[src/rtl/fifo_pkg.sv]
// Shared async-FIFO definitions: default widths and Gray/binary pointer conversions.
// Conversions work on 32-bit values; callers zero-extend and truncate to their pointer width.
package fifo_pkg;

   localparam int FIFO_DW = 8;
   localparam int FIFO_AW = 4;

   function automatic logic [31:0] bin2gray(input logic [31:0] b);
      return b ^ (b >> 1);
   endfunction

   function automatic logic [31:0] gray2bin(input logic [31:0] g);
      logic [31:0] b;
      b[31] = g[31];
      for (int i = 30; i >= 0; i--) begin
         b[i] = b[i+1] ^ g[i];
      end
      return b;
   endfunction

endpackage

[src/rtl/ptr_sync_2ff.sv]
// Two-flop synchroniser for a Gray-coded pointer crossing into the local clock domain.
// Latency 2 clk cycles; no flow control, samples every cycle.
module ptr_sync_2ff #(
   parameter int W = 5
) (
   input  logic         clk,
   input  logic         rst,
   input  logic [W-1:0] d,
   output logic [W-1:0] q
);

   logic [W-1:0] q1;

   always_ff @(posedge clk or posedge rst) begin
      if (rst) begin
         q1 <= '0;
         q  <= '0;
      end else begin
         q1 <= d;
         q  <= q1;
      end
   end

endmodule

[src/rtl/async_fifo_wr_ctrl.sv]
// Async FIFO write controller: zero-latency memory write on accept, pushes dropped and flagged while full.
// Build option FIFO_WR_OVF_CNT_EN adds a saturating 8-bit dropped-push counter (ovf_count).
module async_fifo_wr_ctrl
   import fifo_pkg::*;
#(
   parameter int DW        = FIFO_DW,
   parameter int AW        = FIFO_AW,
   parameter int AF_MARGIN = 2
) (
   input  logic          wr_clk,
   input  logic          rst,
   input  logic          push,
   input  logic [DW-1:0] push_data,
   output logic          mem_wr_en,
   output logic [AW-1:0] mem_wr_addr,
   output logic [DW-1:0] mem_din,
   input  logic [AW:0]   rd_ptr_gray,
   output logic [AW:0]   wr_ptr_gray,
   output logic          full,
   output logic          almost_full,
   output logic [AW:0]   wr_level,
`ifdef FIFO_WR_OVF_CNT_EN
   output logic [7:0]    ovf_count,
`endif
   output logic          ovf
);

   localparam int          PW       = AW + 1;
   localparam int          DEPTH    = 1 << AW;
   localparam logic [AW:0] AF_LEVEL = PW'(DEPTH - AF_MARGIN);

   logic          acc;
   logic [AW:0]   wr_bin;
   logic [AW:0]   bin_next;
   logic [AW:0]   gray_next;
   logic [AW:0]   rq2;
   logic [AW:0]   rq2_bin;
   logic [AW:0]   level_next;

   ptr_sync_2ff #(.W(PW)) u_rd_ptr_sync (
      .clk (wr_clk),
      .rst (rst),
      .d   (rd_ptr_gray),
      .q   (rq2)
   );

   assign acc         = push & ~full;
   assign mem_wr_en   = acc;
   assign mem_wr_addr = wr_bin[AW-1:0];
   assign mem_din     = push_data;

   assign bin_next   = wr_bin + {{AW{1'b0}}, acc};
   assign gray_next  = PW'(bin2gray(32'(bin_next)));
   assign rq2_bin    = PW'(gray2bin(32'(rq2)));
   // Level is measured against the lagging synced read pointer, so it only ever over-reports.
   assign level_next = bin_next - rq2_bin;

   always_ff @(posedge wr_clk or posedge rst) begin
      if (rst) begin
         wr_bin      <= '0;
         wr_ptr_gray <= '0;
         full        <= 1'b0;
         almost_full <= 1'b0;
         wr_level    <= '0;
         ovf         <= 1'b0;
      end else begin
         wr_bin      <= bin_next;
         wr_ptr_gray <= gray_next;
         full        <= (gray_next == {~rq2[AW:AW-1], rq2[AW-2:0]});
         almost_full <= (level_next >= AF_LEVEL);
         wr_level    <= level_next;
         if (push && full) begin
            ovf <= 1'b1;
         end
      end
   end

`ifdef FIFO_WR_OVF_CNT_EN
   always_ff @(posedge wr_clk or posedge rst) begin
      if (rst) begin
         ovf_count <= '0;
      end else if (push && full && (ovf_count != 8'hFF)) begin
         ovf_count <= ovf_count + 8'd1;
      end
   end
`endif

endmodule
[config.mk]
export PLATFORM = sky130hd
export DESIGN_NAME = async_fifo_wr_ctrl
export DESIGN_NICKNAME = d
export VERILOG_FILES = /design/src/rtl/fifo_pkg.sv /design/src/rtl/ptr_sync_2ff.sv /design/src/rtl/async_fifo_wr_ctrl.sv
export SDC_FILE = /design/constraint.sdc
export NUM_CORES = 1
export LEC_CHECK = 0
export ABC_CLOCK_PERIOD_IN_PS = 2600
export CAP_MARGIN = 5
export CORE_MARGIN = 10
export CORE_UTILIZATION = 28
export CTS_BUF_LIST = sky130_fd_sc_hd__clkbuf_16
export DETAILED_ROUTE_END_ITERATION = 10
export PLACE_DENSITY = 0.67
export SYNTH_ARGS = -nofsm -noshare
export SYNTH_HDL_FRONTEND = slang
export SYNTH_SLANG_ARGS = --single-unit
[constraint.sdc]
create_clock -name wr_clk -period 2.6 [get_ports wr_clk]
set_input_delay 0.52 -clock wr_clk [delete_from_list [all_inputs] [get_ports wr_clk]]
set_output_delay 0.52 -clock wr_clk [all_outputs]
set_load 0.1 [all_outputs]
==> summary.md, run 1 <==
| Metric | Value |
|---|---|
| Status | `complete, no violations` |
| Slowest library cell on the worst path | `clkdlybuf4s50_1` |
| Final wirelength | `2.83 mm` |
| Floorplan core area | `4380 um^2` |
| Starting density of the core | `29.1%` |
| Worst path cell trace | `clkdlybuf4s50_1, nor2b_4, buf_4, ha_4, inv_1, ha_2, fa_2, nand2b_1, a21boi_2, or3_4, o311ai_1` |
| Crit path max-delay family | `adder cells` |
| CTS root buffer | `clkbuf_16` |
| CTS tree | `built` |
| Top cells by count, synth | `dfrtp_1, xnor2_1, buf_4, inv_1, ha_1` |
| Synthesis-to-finish area growth | `41.8%` |
| Seq/Total Area, Yosys | `52.9%` |
| Post-layout util | `41.3%` |
| Multi-input gate area | `604 um^2` |
| Via density | `4.28` |
| Yosys cell types | `32` |
| ANT nets after route | `0` |
| Achievable clock frequency | `403 MHz` |
| H-tree Lvls | `1` |
| Ys flop type | `dfrtp_1` |
| Chip Width | `87.5 um` |
| Worst Hold Class | `reg -> reg` |
| First-pass GRT wire length | `4.66 mm` |
| Worst-Margin Slew | `0.657 ns` |
| Share of cells above drive strength 1 | `44.9%` |
| Initial DRC Count | `34` |
| Synth warnings | `0` |
| Via count | `805` |
| Final Hold Vio Count | `0` |
| Die Y-Extent | `87.5 um` |
| Critical Path Source Type | `input pin` |
| Worst Path Required | `2.73 ns` |
| Antenna violations before repair | `0` |
| Total track usage | `7.83%` |
| FF/Latch Area | `679 um^2` |
| NumNets Final | `160` |
| CTS Hold Buffers Added | `0` |
| DIE AREA | `7660 um^2` |
| CP Class | `in -> reg` |
| Total gr overflow | `0` |
| First-pass iteration count of the detailed router | `4` |
| Synth top area share | `52.9%` |
| Cells after Synth | `99` |
| Clock Sink Count | `27` |
| Part of the cycle the worst path needs | `95.5%` |
| Largest net degree at the start of global routing | `17` |
| RSZ-0062 raised after global routing | `no` |
| TritonCTS Buffers | `3` |
| Post-synth top area cell | `dfrtp_1` |
| Fin. max-slew vios | `0` |
| RePlAce Congestion | `0.782` |
| Max Root-Sink Buffers | `2` |
| Post-synth EDFFs | `0` |
| Ys async rst share | `100%` |
| Post-Syn Area per Cell | `12.9 um^2` |
| Top area cells in the synthesized netlist | `dfrtp_1, xnor2_1, ha_1` |
| CP bufs+invs | `3` |
| Clk slew on worst S/H paths | `0.07 ns` |
| Io pins | `42` |
| Total inserted antenna cells | `0` |
| Slowest Stage Delay on Critical Path | `0.42 ns` |
| Drt wl/cell | `15.0 um` |
| Core Rows | `24` |
| CP arrival | `2.62 ns` |
| CP Capture Type | `register` |
| DRC | `0` |
| Seq cells post-synth | `27` |
| Worst-path fanout max | `3` |
| Period minus WS final | `2.48 ns` |
| Skew-Pair Late Insertion Delay | `0.26 ns` |
| Clock Skew | `0.00556 ns` |
| Max Cap Violations | `0` |
| Post-synthesis net count | `122` |
| TNS Setup | `0 ns` |
| # setup viols final | `0` |
| DP Wirelength | `2.16 mm` |
| Buffers on Ports | `25` |
| Number of global-route vias before repair | `968` |
| Post-Syn Area | `1280 um^2` |
| Rel. slew slack | `56.2%` |
| Most common cell in the synthesized netlist | `dfrtp_1` |
| FILL cells | `410` |
-- routing by layer --
metal  track usage (%)  wire, um
met1              8.54      1040
met2              12.4      1490
met3              2.69       233
met4              5.65        65
met5                 0         0
-- cell type report --
type	count	area share, %
clock inverter	1	0.276
tap	52	3.59
clock buffer	3	4.14
timing repair buffer	43	19.5
inverter	8	1.66
sequential	27	37.5
multi-input combinational	54	33.4
-- final timing paths --
kind | from | endpoint | slack (ns) | cells after the start
setup / recovery | push | almost_full | 0.12 | 11
hold / removal | u_rd_ptr_sync.q1[4] | u_rd_ptr_sync.q[4] | 0.35 | 0
setup reg to reg | u_rd_ptr_sync.q[4] | almost_full | 0.18 | 10
hold reg to reg | u_rd_ptr_sync.q1[4] | u_rd_ptr_sync.q[4] | 0.35 | 0
max in group asynchronous | rst | wr_bin[4] | 1.35 | 3
min in group asynchronous | rst | wr_bin[2] | 0.65 | 2
-- per-stage QoR --
step	area (um^2)	worst slack [ns]	std cells	hold slack, ns
2_1_floorplan	1370	-0.147	99	0.331
3_3_place_gp	1680	-0.0817	179	0.332
3_5_place_dp	1680	-0.185	179	0.336
6_report	1810	0.116	188	0.352
5_1_grt	1810	0.0191	188	0.358
4_1_cts	1780	0.0232	186	0.352
-- cells in the final DEF, fill, tap and decap left out, types with 2 or more instances in the layout --
cell type	count
xor2_2	2
nand2_1	3
dfrtp_1	26
buf_4	35
clkbuf_16	3
inv_1	7
xnor2_2	3
xor2_1	3
nor2b_1	2
clkdlybuf4s50_1	7
ha_4	3
xnor2_1	11
nand2b_1	2
ha_1	2
-- what timing repair did --
action	in CTS	in global routing
pin swaps	3	4
resized for setup	0	6
setup buffers	3	2
endpoints found under the setup margin	1	2
-- state kept, by name (all words and copies together) (netlist names) --
signal	flops
almost_full	1
full	1
ovf	1
u_rd_ptr_sync.q	5
u_rd_ptr_sync.q1	5
wr_bin	5
wr_level	5
wr_ptr_gray	4
-- worst register-to-register path: cells and delay by family, from the launching register on --
kind | cells | cell delay (ns)
flops | 1 | 0.42
simple gates | 2 | 0.30
fa+ha+maj | 2 | 0.54
compound gates | 2 | 0.24
xor+xnor | 4 | 0.80
-- logic make-up (layout without fill, tap and decap cells) --
kind of cell	Yosys count	in the layout	synth area share, %
buffers and inverters	18	55	7.83
xor gates and xnor gates	21	21	17.8
DFF	27	27	52.9
AOI/OAI and AO/OA	10	10	5.88
and+or+nand+nor	16	16	8.13
adders and majority gates	7	7	7.44
Power of run 1 is left out: the tool's default activity adds up to more than one toggle a clock period on the data nets, which glitch-free logic cannot reach.
==> inputs of run 2 (changes only) <==
--- a/config.mk
+++ b/config.mk
@@ -12,6 +12,7 @@
 export CTS_BUF_LIST = sky130_fd_sc_hd__clkbuf_16
 export DETAILED_ROUTE_END_ITERATION = 10
 export PLACE_DENSITY = 0.67
+export RECOVER_POWER = 100
 export SYNTH_ARGS = -nofsm -noshare
 export SYNTH_HDL_FRONTEND = slang
 export SYNTH_SLANG_ARGS = --single-unit
==> constraint.sdc (replaced) <==
create_clock -name wr_clk -period 2.6 [get_ports wr_clk]
set_input_delay 0.52 -clock wr_clk [delete_from_list [all_inputs] [get_ports wr_clk]]
set_output_delay 0.52 -clock wr_clk [all_outputs]
set_load 0.005 [all_outputs]
==> summary.md, run 2 (synthesis gave the netlist of run 1 again) <==
| Metric | Value |
|---|---|
| Final Hold Vio Count | `0 (unchanged)` |
| CTS tree | `built` |
| Skew-Pair Late Insertion Delay | `0.26 ns (about the same)` |
| Commonest cells after routing, fill and taps aside | `dfrtp_1, dlygate4sd3_1, buf_4` |
| Worst Path Required | `2.76 ns (+0.03 ns)` |
| CTS root buffer | `clkbuf_16` |
| NumNets Final | `166 (+3.8%)` |
| Worst-path fanout max | `3 (unchanged)` |
| Part of the power in registers | `28.0%` |
| FF/Latch Area | `676 um^2 (-0.55%)` |
| CP arrival | `2.68 ns (+0.06 ns)` |
| CP startpoint | `push` |
| Clock share of power | `13.7%` |
| DP Wirelength | `1.86 mm (-14%)` |
| Slowest library cell on the worst path | `clkdlybuf4s50_1` |
| Internal power | `1.66 mW` |
| # setup viols final | `0 (unchanged)` |
| Share of cells above drive strength 1 | `27.5% (-17 points)` |
| H-tree Lvls | `1 (unchanged)` |
| Antenna violations before repair | `0 (unchanged)` |
| Number of global-route vias before repair | `918 (-5.2%)` |
| Max Cap Violations | `0 (unchanged)` |
| Total gr overflow | `0 (unchanged)` |
| Slowest Stage Delay on Critical Path | `0.49 ns (+0.07 ns)` |
| Crit Reg-Reg Startpoint | `u_rd_ptr_sync.q[4]` |
| Die Y-Extent | `87.5 um (unchanged)` |
| Status | `complete, no violations` |
| Rel. slew slack | `8.20% (-48 points)` |
| ANT nets after route | `0 (unchanged)` |
| Synthesis-to-finish area growth | `44.7%` |
| Sw frac | `33.7%` |
| DIE AREA | `7660 um^2 (unchanged)` |
| DRC | `0 (unchanged)` |
| Hold_ws | `0.348 ns (-0.00450 ns)` |
| Via count | `826 (+2.6%)` |
| Period minus WS final | `2.52 ns (+0.0368 ns)` |
| Fin. max-slew vios | `0 (unchanged)` |
| CP Capture Type | `register` |
| TritonCTS Buffers | `3 (unchanged)` |
| First-pass iteration count of the detailed router | `6 (+2)` |
| Io pins | `42 (unchanged)` |
| Clock Skew | `0.00287 ns (-0.00269 ns)` |
| Leakage | `0.838 nW` |
| Final wirelength | `2.51 mm (-11%)` |
| Clk slew on worst S/H paths | `0.06 ns (about the same)` |
| Worst Hold Class | `reg -> reg` |
| TNS Setup | `0 ns (unchanged)` |
| Critical Path Source Type | `input pin` |
| Total inserted antenna cells | `0 (unchanged)` |
| FILL cells | `405 (-1.2%)` |
| Drt wl/cell | `13.0 um (-14%)` |
| PD cells | `1350 nW/um^2` |
| First-pass GRT wire length | `4.06 mm (-13%)` |
| Via density | `4.26 (-0.56%)` |
| Hold wc startpoint | `u_rd_ptr_sync.q1[1]` |
| RePlAce Congestion | `0.825 (+5.4%)` |
| Largest net degree at the start of global routing | `28 (+11)` |
| Worst path cell trace | `clkdlybuf4s50_1, nor2b_4, ha_4, buf_4, nand3_2, xnor2_2, ha_4, a21boi_2, or3_1, o311ai_1` |
| Combinational power share | `58.4%` |
| Commonest non-fill, non-tap cell in the layout | `dfrtp_1` |
| CTS Hold Buffers Added | `0 (unchanged)` |
| Core Rows | `24 (unchanged)` |
| NetSw | `0.841 mW` |
| Clock Sink Count | `27 (unchanged)` |
| Worst-Margin Slew | `1.38 ns (+0.720 ns)` |
| VDD IR max | `0.508 mV` |
| Multi-input gate area | `579 um^2 (-4.1%)` |
| Part of the cycle the worst path needs | `96.9% (+1.4 points)` |
| Buffers on Ports | `25 (unchanged)` |
| Max Root-Sink Buffers | `2 (unchanged)` |
| Most frequent CP cell | `ha_4` |
| CP Class | `in -> reg` |
| Total track usage | `6.59% (-1.2 points)` |
| Chip Width | `87.5 um (unchanged)` |
| Achievable clock frequency | `397 MHz (-1.5%)` |
| Starting density of the core | `29.1% (unchanged)` |
| Floorplan core area | `4380 um^2 (unchanged)` |
| Initial DRC Count | `16 (-53%)` |
## run 2: cell type report
cell class / count / share of cell area [%]
clock buffer: 3 / 4.06
clock inverter: 1 / 0.203
inverter: 8 / 1.62
tap: 52 / 3.52
multi-input combinational: 54 / 31.3
timing repair buffer: 49 / 22.7
sequential: 27 / 36.6
## run 2: power by group through the flow
stage	clock network, mW	logic [mW]	registers (mW)
2_1_floorplan	0	0.755	0.675
3_3_place_gp	0	1.35	0.693
3_5_place_dp	0	1.39	0.698
4_1_cts	0.354	1.43	0.703
5_1_grt	0.373	1.61	0.719
6_report	0.341	1.46	0.698
## run 2: critical path: cells and delay by family
family / cells / cell delay (ns)
xor gates and xnor gates: 1 / 0.26
adders and majority gates: 2 / 0.40
and+or+nand+nor: 3 / 0.63
AOI/OAI and AO/OA: 2 / 0.26
buffers and inverters: 2 / 0.61
## run 2: worst paths after layout
path                                  endpoint  slack [ns]  cells past startpoint
setup / recovery                   almost_full        0.08                     10
hold / removal              u_rd_ptr_sync.q[1]        0.35                      0
setup reg to reg                   almost_full        0.16                     10
hold reg to reg             u_rd_ptr_sync.q[1]        0.35                      0
max in group asynchronous          wr_level[1]        0.64                      3
min in group asynchronous  u_rd_ptr_sync.q1[1]        1.15                      3
## run 2: stage by stage
stage / std cells / setup slack, ns / utilization [%] / total power, mW / area, um^2
after floorplan: 99 / 0.114 / - / 1.43 / 1280
after global placement: 182 / -0.244 / 37.5 / 2.04 / 1640
after detailed placement: 182 / -0.430 / 37.5 / 2.09 / 1640
after CTS: 189 / 0.0145 / 40.6 / 2.49 / 1780
after global routing: 194 / -0.0267 / 42.2 / 2.71 / 1850
final: 194 / 0.0796 / 42.2 / 2.50 / 1850
## run 2: what timing repair did
item / CTS / global route
pin swaps: 3 / 5
buffers inserted: 3 / 5
gates resized for setup: 7 / 10
cloned: 0 / 0
endpoints found under the setup margin: 3 / 3
## run 2: per-layer routing
layer / routed length [um] / global-route usage (%) / up-vias
li1: - / - / 395
met1: 1030 / 7.26 / 392
met2: 1180 / 10.2 / 36
met3: 279 / 3.62 / 3
met4: 30 / 3.04 / 0
met5: 0 / 0 / -
(Power assumes the default switching activity.)
==> inputs of run 3 (changes only) <==
--- a/config.mk
+++ b/config.mk
@@ -7,12 +7,16 @@
 export LEC_CHECK = 0
 export ABC_CLOCK_PERIOD_IN_PS = 2600
 export CAP_MARGIN = 5
+export CELL_PAD_IN_SITES_DETAIL_PLACEMENT = 0
+export CELL_PAD_IN_SITES_GLOBAL_PLACEMENT = 2
+export CORE_ASPECT_RATIO = 0.8
 export CORE_MARGIN = 10
-export CORE_UTILIZATION = 28
+export CORE_UTILIZATION = 26
 export CTS_BUF_LIST = sky130_fd_sc_hd__clkbuf_16
 export DETAILED_ROUTE_END_ITERATION = 10
-export PLACE_DENSITY = 0.67
+export PLACE_DENSITY = 0.87
 export RECOVER_POWER = 100
+export SLEW_MARGIN = 20
 export SYNTH_ARGS = -nofsm -noshare
 export SYNTH_HDL_FRONTEND = slang
 export SYNTH_SLANG_ARGS = --single-unit
==> summary.md, run 3 (synthesis gave the netlist of run 1 again) <==
| Metric | Value |
|---|---|
| PD cells | `1430 nW/um^2 (+5.5%)` |
| Total gr overflow | `0 (unchanged)` |
| CP arrival | `2.67 ns (about the same)` |
| Floorplan core area | `4680 um^2 (+6.7%)` |
| First-pass GRT wire length | `3.84 mm (-5.4%)` |
| Critical Path Source Type | `input pin` |
| ANT nets after route | `0 (unchanged)` |
| CP bufs+invs | `3 (+1)` |
| Sw frac | `32.7% (-0.95 points)` |
| Drt wl/cell | `11.8 um (-8.8%)` |
| Placed cell count | `192 (+5.5%)` |
| Starting density of the core | `27.3% (-1.8 points)` |
| RSZ-0062 raised after global routing | `yes` |
| Max Root-Sink Buffers | `2 (unchanged)` |
| Clock Sink Count | `27 (unchanged)` |
| Achievable clock frequency | `393 MHz (-1.0%)` |
| Multi-input gate area | `588 um^2 (+1.5%)` |
| Slowest library cell on the worst path | `clkdlybuf4s50_1` |
| Clk slew on worst S/H paths | `0.07 ns (about the same)` |
| Core Rows | `22 (-8.3%)` |
| Total inserted antenna cells | `0 (unchanged)` |
| Rel. slew slack | `6.98% (-1.2 points)` |
| Clock Skew | `0.00653 ns (+0.00366 ns)` |
| Synthesis-to-finish area growth | `44.8% (about the same)` |
| Crit path max-delay family | `adder cells` |
| VDD IR max | `0.525 mV (+3.3%)` |
| First-pass iteration count of the detailed router | `3 (-3)` |
| Final Instance Area | `1850 um^2 (about the same)` |
| Final Hold Vio Count | `0 (unchanged)` |
| TritonCTS Buffers | `3 (unchanged)` |
| Via density | `4.05 (-4.9%)` |
| Post-route insts no fill | `198 (+2.1%)` |
| DIE AREA | `8130 um^2 (+6.1%)` |
| Commonest non-fill, non-tap cell in the layout | `dfrtp_1` |
| Antenna violations before repair | `0 (unchanged)` |
| Fin. max-slew vios | `0 (unchanged)` |
| Internal power | `1.77 mW (+7.1%)` |
| Leakage | `0.819 nW (-2.2%)` |
| Via count | `802 (-2.9%)` |
| Worst-Margin Slew | `1.40 ns (+0.0182 ns)` |
| H-tree Lvls | `1 (unchanged)` |
| Commonest cells after routing, fill and taps aside | `dfrtp_1, clkdlybuf4s50_1, buf_4` |
| Worst Hold Class | `reg -> reg` |
| Post-layout util | `39.5% (-2.6 points)` |
| Status | `complete, no violations` |
| Part of the power in registers | `26.6% (-1.4 points)` |
| Cell Area, Placed | `1670 um^2 (+1.5%)` |
| Pwr Total | `2.64 mW (+5.6%)` |
| Worst path cell trace | `clkdlybuf4s50_1, nor2b_4, buf_4, ha_4, inv_1, ha_2, fa_2, nand2b_4, a21boi_2, or3_4, o311ai_2` |
| Part of the cycle the worst path needs | `97.9% (+0.99 points)` |
| FILL cells | `449 (+11%)` |
| Post-route setup slack | `0.0538 ns (-0.0258 ns)` |
| Buffers on Ports | `25 (unchanged)` |
| Io pins | `42 (unchanged)` |
| NetSw | `0.863 mW (+2.6%)` |
| CTS tree | `built` |
| Pre-CTS setup slack | `-0.381 ns (+0.0493 ns)` |
| CTS Hold Buffers Added | `0 (unchanged)` |
| FF/Latch Area | `676 um^2 (unchanged)` |
| CP Capture Type | `register` |
| Max Cap Violations | `0 (unchanged)` |
| Clock share of power | `13.2% (-0.5 points)` |
| Slowest Stage Delay on Critical Path | `0.43 ns (-0.06 ns)` |
| Worst-path fanout max | `2 (-1)` |
| Skew-Pair Late Insertion Delay | `0.26 ns (about the same)` |
| Number of global-route vias before repair | `846 (-7.8%)` |
| Period minus WS final | `2.55 ns (+0.0258 ns)` |
| Share of cells above drive strength 1 | `31.2% (+3.7 points)` |
| Final wirelength | `2.34 mm (-6.9%)` |
| Initial DRC Count | `10 (-6)` |
| Total track usage | `5.78% (-0.81 points)` |
| # setup viols final | `0 (unchanged)` |
| NumNets Final | `162 (-2.4%)` |
| DRC | `0 (unchanged)` |
| CTS root buffer | `clkbuf_16` |
| Chip Width | `98.4 um (+12%)` |
| Die Y-Extent | `82.7 um (-5.5%)` |
| CP Class | `in -> reg` |
| RePlAce Congestion | `0.724 (-12%)` |
| DP Wirelength | `1.81 mm (-2.8%)` |
| Largest net degree at the start of global routing | `28 (unchanged)` |
| Combinational power share | `60.2% (+1.8 points)` |
| Worst Path Required | `2.72 ns (-0.04 ns)` |
==> run 3: changes by cell type in the layout (fill, tap and decap cells not counted), sizes merged <==
cell	change
clkdlybuf4s50	+18
dlygate4sd3	-18
clkbuf	-4
==> run 3: routing by layer <==
layer / wire [um] / vias to the layer above / global-route usage (%) / part of all wire (%)
met2: 1120 / 21 / 9.08 / 48
met1: 961 / 391 / 6.49 / 41
li1: - / 388 / - / -
met3: 247 / 2 / 3.98 / 11
met5: 0 / - / 0 / 0
met4: 8 / 0 / 1.00 / 0.34
==> run 3: worst paths after layout <==
path,to,cells past startpoint,slack (ns),startpoint
worst max register to register,almost_full,10,0.13,u_rd_ptr_sync.q[3]
worst max-delay path,almost_full,11,0.05,push
worst min register to register,u_rd_ptr_sync.q[3],0,0.35,u_rd_ptr_sync.q1[3]
worst min-delay path,u_rd_ptr_sync.q[3],0,0.35,u_rd_ptr_sync.q1[3]
min in group asynchronous,u_rd_ptr_sync.q1[1],3,1.17,rst
max in group asynchronous,wr_level[3],3,0.61,rst
==> run 3: timing repair <==
action,CTS,global route
endpoints found under the setup margin,1,3
buffers inserted,0,2
gates resized for setup,8,13
pin swaps,0,5
endpoints found under the hold margin,0,0
==> run 3: metrics by stage <==
stage	hold WS [ns]	setup TNS [ns]
after floorplan	0.331	0
after detailed placement	0.339	-0.874
after global routing	0.368	-0.160
final	0.352	0
after global placement	0.332	-0.697
after CTS	0.356	0
==> run 3: layout make-up <==
type,instances,share of cell area [%]
sequential,27,36.5
inverter,8,1.62
timing repair buffer,45,21.4
clock inverter,1,0.474
multi-input combinational,54,31.8
clock buffer,3,4.06
tap,60,4.06
==> run 3: worst register-to-register path: stages (launching register included) <==
cell,delay (ns)
dfrtp_1,0.42
xnor2_2,0.25
xor2_2,0.25
xor2_2,0.19
xnor2_1,0.09
ha_2,0.19
fa_2,0.42
nand2b_4,0.15
a21boi_2,0.13
or3_4,0.14
o311ai_2,0.09
==> run 3: power groups by stage <==
stage / sequential (mW) / clock, mW / combinational, mW
floorplan: 0.675 / 0 / 0.755
global placement: 0.698 / 0 / 1.38
detailed placement: 0.697 / 0 / 1.41
CTS: 0.696 / 0.363 / 1.45
global route: 0.727 / 0.385 / 1.76
finish: 0.701 / 0.349 / 1.59
